===== src/rtl/imem_pkg.sv =====
// imem_pkg: shared types and defaults for the instruction memory and its run-time loader
package imem_pkg;
  localparam int DEF_BIT_WIDTH = 32;
  localparam int DEF_ENTRY_COUNT = 256;
  localparam int HDR_BYTES = 2;
  localparam int CHK_MOD = 256;
  localparam int CHK_WIDTH = $clog2(CHK_MOD);
  typedef enum logic [2:0] {
    S_IDLE, S_HDR_LO, S_HDR_HI, S_PAYLOAD, S_CHECK, S_DONE, S_ERR
  } imem_load_state_t;
  function automatic logic is_busy(input imem_load_state_t s);
    return s inside {S_HDR_LO, S_HDR_HI, S_PAYLOAD, S_CHECK};
  endfunction
endpackage


===== src/rtl/imem_word_assembler.sv =====
// imem_word_assembler: packs a little-endian byte stream into words with a one-cycle valid strobe
module imem_word_assembler
  import imem_pkg::*;
#(
  parameter int BIT_WIDTH = DEF_BIT_WIDTH
) (
  input  logic                 clk,
  input  logic                 rst_n,
  input  logic                 clear,
  input  logic                 byte_en,
  input  logic [7:0]           byte_data,
  output logic [BIT_WIDTH-1:0] word,
  output logic                 word_valid,
  output logic                 word_last
);
  localparam int BYTES = BIT_WIDTH / 8;
  localparam int CW = BYTES > 1 ? $clog2(BYTES) : 1;
  logic [CW-1:0] cnt;
  logic [BIT_WIDTH-1:0] sh, sh_n;
  // newest byte enters at the top so the first byte ends up in bits [7:0]
  assign sh_n = BIT_WIDTH'({byte_data, sh} >> 8);
  assign word_last = byte_en && cnt == CW'(BYTES - 1);
  always_ff @(posedge clk or negedge rst_n)
    if (!rst_n) begin
      cnt <= '0;
      sh <= '0;
      word <= '0;
      word_valid <= 1'b0;
    end else begin
      word_valid <= word_last;
      if (clear) cnt <= '0;
      else if (byte_en) begin
        sh <= sh_n;
        cnt <= word_last ? '0 : cnt + 1'b1;
      end
      if (word_last) word <= sh_n;
    end
endmodule


===== src/rtl/imem_loader.sv =====
// imem_loader: parses a length-prefixed, checksummed byte stream into sequential instruction memory writes
module imem_loader
  import imem_pkg::*;
#(
  parameter int BIT_WIDTH = DEF_BIT_WIDTH,
  parameter int ENTRY_COUNT = DEF_ENTRY_COUNT,
  parameter int ADDR_WIDTH = $clog2((BIT_WIDTH / 8) * ENTRY_COUNT)
) (
  input  logic                  clk,
  input  logic                  rst_n,
  input  logic                  start,
  input  logic                  byte_valid,
  input  logic [7:0]            byte_data,
  output logic                  byte_ready,
  output logic                  wr_en,
  output logic [ADDR_WIDTH-1:0] wr_address,
  output logic [BIT_WIDTH-1:0]  wr_data,
  output logic                  busy,
  output logic                  done,
  output logic                  error
);
  localparam int BYTES = BIT_WIDTH / 8;
  imem_load_state_t state, state_n;
  logic accept, start_ok, bad_len, word_last;
  logic [7:0] count_lo;
  logic [15:0] n_words;
  logic [ADDR_WIDTH:0] pay_cnt;
  logic [ADDR_WIDTH-1:0] next_addr;
  logic [CHK_WIDTH-1:0] sum, sum_n;
  assign accept = byte_valid && byte_ready;
  assign start_ok = start && !is_busy(state);
  assign n_words = {byte_data, count_lo};
  assign bad_len = n_words == 16'd0 || 32'(n_words) > ENTRY_COUNT;
  assign sum_n = sum + byte_data;
  always_comb begin
    state_n = state;
    unique case (state)
      S_IDLE, S_DONE, S_ERR: state_n = start ? S_HDR_LO : state;
      S_HDR_LO:  state_n = accept ? S_HDR_HI : state;
      S_HDR_HI:  state_n = !accept ? state : bad_len ? S_ERR : S_PAYLOAD;
      S_PAYLOAD: state_n = accept && pay_cnt == (ADDR_WIDTH + 1)'(1) ? S_CHECK : state;
      S_CHECK:   state_n = !accept ? state : sum_n == '0 ? S_DONE : S_ERR;
      default:   state_n = S_IDLE;
    endcase
  end
  always_ff @(posedge clk or negedge rst_n)
    if (!rst_n) begin
      state <= S_IDLE;
      byte_ready <= 1'b0;
      busy <= 1'b0;
      done <= 1'b0;
      error <= 1'b0;
      count_lo <= '0;
      pay_cnt <= '0;
      next_addr <= '0;
      wr_address <= '0;
      sum <= '0;
    end else begin
      state <= state_n;
      byte_ready <= is_busy(state_n);
      busy <= is_busy(state_n);
      done <= state_n == S_DONE;
      error <= state_n == S_ERR;
      if (start_ok) begin
        pay_cnt <= '0;
        next_addr <= '0;
        sum <= '0;
      end
      if (accept && state == S_HDR_LO) count_lo <= byte_data;
      if (accept && state == S_HDR_HI) pay_cnt <= (ADDR_WIDTH + 1)'(32'(n_words) * BYTES);
      if (accept && state == S_PAYLOAD) begin
        pay_cnt <= pay_cnt - 1'b1;
        sum <= sum_n;
      end
      // address is latched with the completing byte so it is valid alongside wr_en
      if (word_last) begin
        wr_address <= next_addr;
        next_addr <= next_addr + ADDR_WIDTH'(BYTES);
      end
    end
  imem_word_assembler #(.BIT_WIDTH(BIT_WIDTH)) u_asm (
    .clk(clk),
    .rst_n(rst_n),
    .clear(start_ok),
    .byte_en(accept && state == S_PAYLOAD),
    .byte_data(byte_data),
    .word(wr_data),
    .word_valid(wr_en),
    .word_last(word_last)
  );
endmodule


===== config.mk =====
export PLATFORM = sky130hd
export DESIGN_NAME = imem_loader
export DESIGN_NICKNAME = d
export VERILOG_FILES = /design/src/rtl/imem_pkg.sv /design/src/rtl/imem_word_assembler.sv /design/src/rtl/imem_loader.sv
export SDC_FILE = /design/constraint.sdc
export NUM_CORES = 1
export LEC_CHECK = 0
export BUFFER_PORTS_ARGS = -buffer_cell sky130_fd_sc_hd__buf_2
export CAP_MARGIN = 20
export CORE_AREA = 4 4 138 74
export DETAILED_ROUTE_END_ITERATION = 16
export DIE_AREA = 0 0 142 78
export MAX_ROUTING_LAYER = met4
export PLACE_DENSITY = 0.75
export SLEW_MARGIN = 25
export SYNTH_ARGS = -nofsm -noshare
export SYNTH_HDL_FRONTEND = slang
export SYNTH_SLANG_ARGS = --single-unit

===== constraint.sdc =====
create_clock -name clk -period 6.4 [get_ports clk]
set_input_delay 0.64 -clock clk [delete_from_list [all_inputs] [get_ports clk]]
set_output_delay 0.64 -clock clk [all_outputs]
set_load 0.005 [all_outputs]

==> results of run 1 <==
## kinds of logic (layout without fill, tap and decap cells)
kind of cell / Yosys count / in the layout / share of synthesized area [%]
multiplexers: 12 / 12 / 2.709
buffers and inverters: 29 / 82 / 2.683
AND/OR/NAND/NOR: 286 / 286 / 24.85
XOR/XNOR: 10 / 10 / 1.806
AO/OA/AOI/OAI: 60 / 60 / 8.901
flip-flops: 108 / 108 / 55.73
other: 1 / 2 / 0.07733
adder cells (fa/ha/maj): 12 / 12 / 3.251
## through the flow
| step | setup WS, ns | util, % | total power, mW | instance area, µm² | hold WS, ns |
|---|---|---|---|---|---|
| after global placement | 3.672 | 57.36 | 1.971 | 5221 | 0.4534 |
| after detailed placement | 3.587 | 57.36 | 2.017 | 5221 | 0.4562 |
| after global routing | 3.595 | 60.55 | 2.741 | 5512 | 0.2186 |
| after floorplan | 3.959 | - | 1.708 | 4853 | 0.3444 |
| after CTS | 3.897 | 60.45 | 2.554 | 5503 | 0.1972 |
| final | 3.889 | 60.55 | 2.541 | 5512 | 0.2012 |
## how the worst max path moves through the flow
stage,to,from
global placement,done,byte_data[0]
finish,next_addr[6],state[0]
floorplan,done,byte_data[0]
global route,next_addr[6],state[0]
detailed placement,done,byte_data[0]
CTS,next_addr[6],state[0]
## placed cells by master (no fill, tap or decap), types with 2 or more instances in the layout
master / instances
o221ai_1: 2
a211o_1: 2
or4_1: 2
dfrtp_1: 108
o31ai_1: 3
o22ai_1: 2
buf_2: 55
o21ai_0: 14
clkbuf_16: 9
xor2_1: 7
buf_4: 5
mux2_2: 9
nor2_1: 16
inv_1: 4
nor3_2: 2
clkbuf_1: 2
nand2b_1: 3
nor3_1: 5
clkbuf_8: 2
nand3_1: 14
a21oi_1: 6
a211oi_1: 2
a21boi_0: 2
conb_1: 2
nor4_1: 6
xnor2_1: 3
a221o_1: 2
nand2_1: 222
ha_1: 11
a22o_1: 7
a31oi_1: 4
o211ai_1: 3
nand4_1: 3
o21a_1: 3
mux2i_1: 3
## registers in the layout, summed over array words and instances (netlist names)
| register | cells |
|---|---|
| count_lo | 8 |
| error | 1 |
| wr_address | 8 |
| pay_cnt | 11 |
| u_asm.cnt | 2 |
| busy | 1 |
| sum | 8 |
| done | 1 |
| state | 3 |
| u_asm.word_valid | 1 |
| next_addr | 8 |
| u_asm.sh | 24 |
| u_asm.word | 32 |
## routing by layer
metal / GRT usage, % / up-vias / wire [µm]
met3: 6.342 / 10 / 812
met4: 5.077 / 0 / 92
li1: - / 1824 / -
met2: 29.87 / 119 / 4782
met5: - / - / 0
met1: 32.43 / 1839 / 5360
## power by group
| group | switching (mW) | leakage, nW | total [mW] | internal [mW] |
|---|---|---|---|---|
| clock | 0.238 | 0.136 | 0.523 | 0.286 |
| sequential | 0.212 | 1.39 | 1.15 | 0.942 |
| combinational | 0.503 | 1.34 | 0.864 | 0.361 |
| total | 0.953 | 2.87 | 2.54 | 1.59 |
## area by class of cell
cell class	count	area (µm²)	share of cell area, %
Multi-Input combinational cell	382	2033	36.89
Clock inverter	3	21.27	0.3859
Sequential cell	108	2703	49.04
Timing Repair Buffer	61	324.1	5.880
Tap cell	121	151.4	2.747
Clock buffer	13	260.3	4.722
Inverter	5	18.77	0.3405
## worst reg2reg max path: cells and delay by family, from the launching register on
| kind | cells | cell delay [ns] |
|---|---|---|
| AOI/OAI and AO/OA | 1 | 0.12 |
| and+or+nand+nor | 4 | 0.53 |
| DFF | 1 | 0.55 |
| buffers and inverters | 3 | 1.21 |
==> results.ini, run 1 <==
[timing]
timing.final.crit_share_pct=39.23
max_freq_ghz=0.3982
slew_violations=0
fin_skew_ns=0.006531
final-setup-viol-count=0
fin_tns_setup_ns=0
slew_headroom_pct=52.24
finalHoldViolCount=0
final.min_clock_period_ns=2.511
rsz0062_at_grt=false
worst_slew_pin_slew_ns=0.7098

[detailed_routing]
wl_per_cell_um=15.94
avgViaCountPerCell=5.472
routed_wl_mm=11.05
antenna_left=0
vias=3792
drc=0
first_pass_iters=4
drtIter0Drc=273

[yosys]
postSynth.asyncResetShare_pct=100.0
ys_top_cells_by_count=nand2_1, dfrtp_1, nor2_1
yosysTopAreaCell=dfrtp_1
ys_seq_area_share_pct=55.73
synth_top_cell_area_share_pct=55.73
syn_area_per_cell_um2=9.362
ys_types=55
synth_seq_cells=108
synth_cells=518
synth.most_common_cell=nand2_1
ys_warn_count=0
synthesis.area_um2=4850
ys.flop_type=dfrtp_1
synthTopCellsByArea=dfrtp_1, nand2_1, ha_1
synth_edf_count=0

[outcome]
status=completed

[die]
placementRows=25
die_x_um=142
ioPinCount=59
initial_core_util_pct=53.28
die_area_um2=11080
coreArea_um2=9102
die_y_um=78

[final_layout]
drive_gt1_share_pct=16.78
areaGrowthSynthToFinish_pct=13.65
fillers=778
instances_no_fill=693
diodes=0
nets=591

[critical_path]
cpLargestDelayFamily=buffers and inverters
arrival_ns=2.75
criticalPathCategory=register to register
cp_cell_sequence=nor2b_1 -> nand3_2 -> buf_4 -> clkinv_1 -> buf_4 -> nand2_1 -> nand3_1 -> o21a_1
start_kind=register
r2r_cells=8
cp.required_ns=6.64
slowest_stage=dfrtp_1
r2r_end=next_addr[6]
critical_path_depth=8
crit_buf_inv=3
max_stage_delay_ns=0.55
crit_top_cell=buf_4
worst-path-max-fanout=49
reg2reg_from=state[0]
r2r_slack_ns=3.89
worstSetupEndpointType=register

[power_and_ir_drop]
leakage_nw=2.871
powerDensity_nw_per_um2=461.0
peakVddDrop_uv=262.9

[worst_hold_path]
hold_class=primary input to async pin

[global_route]
grt_pass1_wl_mm=18.86
grt_pass1_vias=3740
grt-ovfl-total=0
antenna_found_initial=0
grt_max_degree=83
grt_usage_pct=21.94

[flow_run]
max_cap_viol_count=0

[clock_tree]
hold_buffers=0
path_clk_slew_ns=0.07
post_cts_buffers=0
htree_levels=3
cts_tree=done
clock_tree.root_cell=clkbuf_16
numCtsBuffers=9
worstSkewPairLatency_ns=0.35
ctsResizeCount=0
cts_buffer_depth=2
cts_sinks=108

[placement]
dp_cells=677
place_congestion=0.8556
io_buffers=56
dp_hpwl_mm=7.660

No activity file was read; power rests on OpenSTA's default activity.
==> run 2: changes to the inputs <==
--- a/config.mk
+++ b/config.mk
@@ -7,11 +7,11 @@
 export LEC_CHECK = 0
 export BUFFER_PORTS_ARGS = -buffer_cell sky130_fd_sc_hd__buf_2
 export CAP_MARGIN = 20
-export CORE_AREA = 4 4 138 74
+export CORE_AREA = 4 4 142 76
 export DETAILED_ROUTE_END_ITERATION = 16
-export DIE_AREA = 0 0 142 78
+export DIE_AREA = 0 0 146 80
 export MAX_ROUTING_LAYER = met4
-export PLACE_DENSITY = 0.75
+export PLACE_DENSITY = 0.74
 export SLEW_MARGIN = 25
 export SYNTH_ARGS = -nofsm -noshare
 export SYNTH_HDL_FRONTEND = slang
==> constraint.sdc (replaced) <==
create_clock -name clk -period 2.2 [get_ports clk]
set_input_delay 0.22 -clock clk [delete_from_list [all_inputs] [get_ports clk]]
set_output_delay 0.22 -clock clk [all_outputs]
set_load 0.005 [all_outputs]
==> results.ini, run 2 (synthesis results as in run 1) <==
[global_route]
antenna_found_initial=0  ; unchanged
grt_pass1_wl_mm=19.38  ; +2.7%
grt-ovfl-total=0  ; unchanged
grt_pass1_vias=3880  ; +3.7%
grt_usage_pct=21.25  ; -0.69 points
grt_max_degree=56  ; -33%

[final_layout]
layout_commonest_cell=nand2_1
largest_reg_flops=32  ; unchanged
top_regs=u_asm.word (32), u_asm.sh (24), pay_cnt (11)
instances_no_fill=715  ; +3.2%
final_util_pct=61.73  ; +1.2 points
diodes=0  ; unchanged
drive_gt1_share_pct=21.04  ; +4.3 points
areaGrowthSynthToFinish_pct=19.04
nets=613  ; +3.7%
regMostFlops=u_asm.word
final_cell_mix=nand2_1, dfrtp_1, buf_2

[power_and_ir_drop]
leakage_nw=3.005  ; +4.7%
peakVddDrop_uv=503.7  ; +92%
powerDensity_nw_per_um2=1350  ; +190%

[detailed_routing]
wl_per_cell_um=15.53  ; -2.6%
antenna_left=0  ; unchanged
avgViaCountPerCell=5.334  ; -2.5%
vias=3814  ; +0.58%
drtIter0Drc=231  ; -15%
routed_wl_mm=11.10  ; +0.48%
drc=0  ; unchanged
first_pass_iters=4  ; unchanged

[critical_path]
criticalPathCategory=register to register
worst-path-max-fanout=3  ; -94%
arrival_ns=2.53  ; -0.22 ns
reg2reg_from=sum[0]
startpoint=sum[0]
r2r_cells=8  ; unchanged
worstSetupEndpointType=register
cp.required_ns=2.49  ; -4.15 ns
r2r_end=done
crit_end=done
r2r_slack_ns=-0.04  ; -3.93 ns
start_kind=register

[timing]
whs_ns=0.1411  ; -0.06012 ns
final.min_clock_period_ns=2.244  ; -0.2672 ns
rsz0062_at_grt=true
finalHoldViolCount=0  ; unchanged
slew_headroom_pct=59.73  ; +7.5 points
final-setup-viol-count=2  ; +2
fin_skew_ns=0.005205  ; -0.001326 ns
max_freq_ghz=0.4457  ; +12%
worst_slew_pin_slew_ns=0.6018  ; -0.1080 ns
timing.final.crit_share_pct=102.0  ; +63 points
fin_ws_ns=-0.04375  ; -3.933 ns
slew_violations=0  ; unchanged

[clock_tree]
path_clk_slew_ns=0.07  ; about the same
cts_sinks=108  ; unchanged
cts_tree=done
clock_tree.root_cell=clkbuf_16
numCtsBuffers=9  ; unchanged
cts_buffer_depth=2  ; unchanged
worstSkewPairLatency_ns=0.35  ; about the same
htree_levels=3  ; unchanged

[die]
placementRows=25  ; unchanged
coreArea_um2=9353  ; +2.7%
die_x_um=146  ; +2.8%
ioPinCount=59  ; unchanged
die_y_um=80  ; +2.6%
initial_core_util_pct=51.85  ; -1.4 points
die_area_um2=11680  ; +5.5%

[placement]
dp_cells=697  ; +3.0%
io_buffers=56  ; unchanged
dp_hpwl_mm=7.758  ; +1.3%
place_congestion=0.8575  ; +0.22%
pre_cts_ws_ns=-0.1327  ; -3.719 ns

[outcome]
violations=negative setup slack
status=complete, but fails checks

[worst_hold_path]
hold_class=primary input to register

[flow_run]
max_cap_viol_count=0  ; unchanged

[run 2: cell type report]
| class | count | area (µm²) |
|---|---|---|
| clock buffer | 11 | 252.7 |
| clock inverter | 5 | 66.31 |
| sequential | 108 | 2703 |
| fill | 802 | 3580 |
| inverter | 5 | 18.77 |
| timing repair buffer | 83 | 500.5 |
| tap | 121 | 151.4 |
| multi-input combinational | 382 | 2081 |
[run 2: metal layers]
layer | part of all wire, % | track usage [%]
met2 | 46 | 33.90
met4 | 0.78 | 6.191
met3 | 5.5 | 4.651
met1 | 48 | 27.87
met5 | 0 | -
[run 2: stage by stage]
stage,total power [mW],instance area (µm²),setup TNS (ns)
6_report,7.794,5773,-0.06778
3_3_place_gp,5.881,5384,-0.1426
4_1_cts,7.777,5744,-0.002073
5_1_grt,8.381,5773,-0.5567
2_1_floorplan,4.968,4853,0
3_5_place_dp,5.998,5384,-0.4153
[run 2: worst min path at each step]
| stage | from | endpoint | cells past startpoint |
|---|---|---|---|
| 2_1_floorplan | rst_n | busy | 0 |
| 3_3_place_gp | rst_n | sum[0] | 1 |
| 3_5_place_dp | rst_n | sum[1] | 1 |
| 4_1_cts | byte_data[6] | u_asm.sh[30] | 3 |
| 5_1_grt | byte_data[6] | u_asm.sh[30] | 3 |
| 6_report | byte_data[6] | u_asm.sh[30] | 3 |
[run 2: timing repair]
action | CTS | global route
buffers inserted | 0 | 1
endpoints found under the setup margin | 4 | 4
hold buffers | 1 | 0
gates resized for setup | 6 | 3
hold endpoints to repair | 23 | 0
pin swaps | 1 | 4
[run 2: where the power goes]
part,switching [mW],total (mW),internal [mW]
sequential,0.543,3.28,2.74
clock,0.753,1.71,0.962
combinational,1.57,2.80,1.23
total,2.87,7.79,4.93
[run 2: worst max-delay path, stage by stage (launching register included)]
cell and delay [ns]:
dfrtp_1 0.41, ha_4 0.17, fa_2 0.36, xor2_1 0.18, or3_1 0.34, nor4_2 0.27
buf_4 0.16, a31o_4 0.14, and3_2 0.16
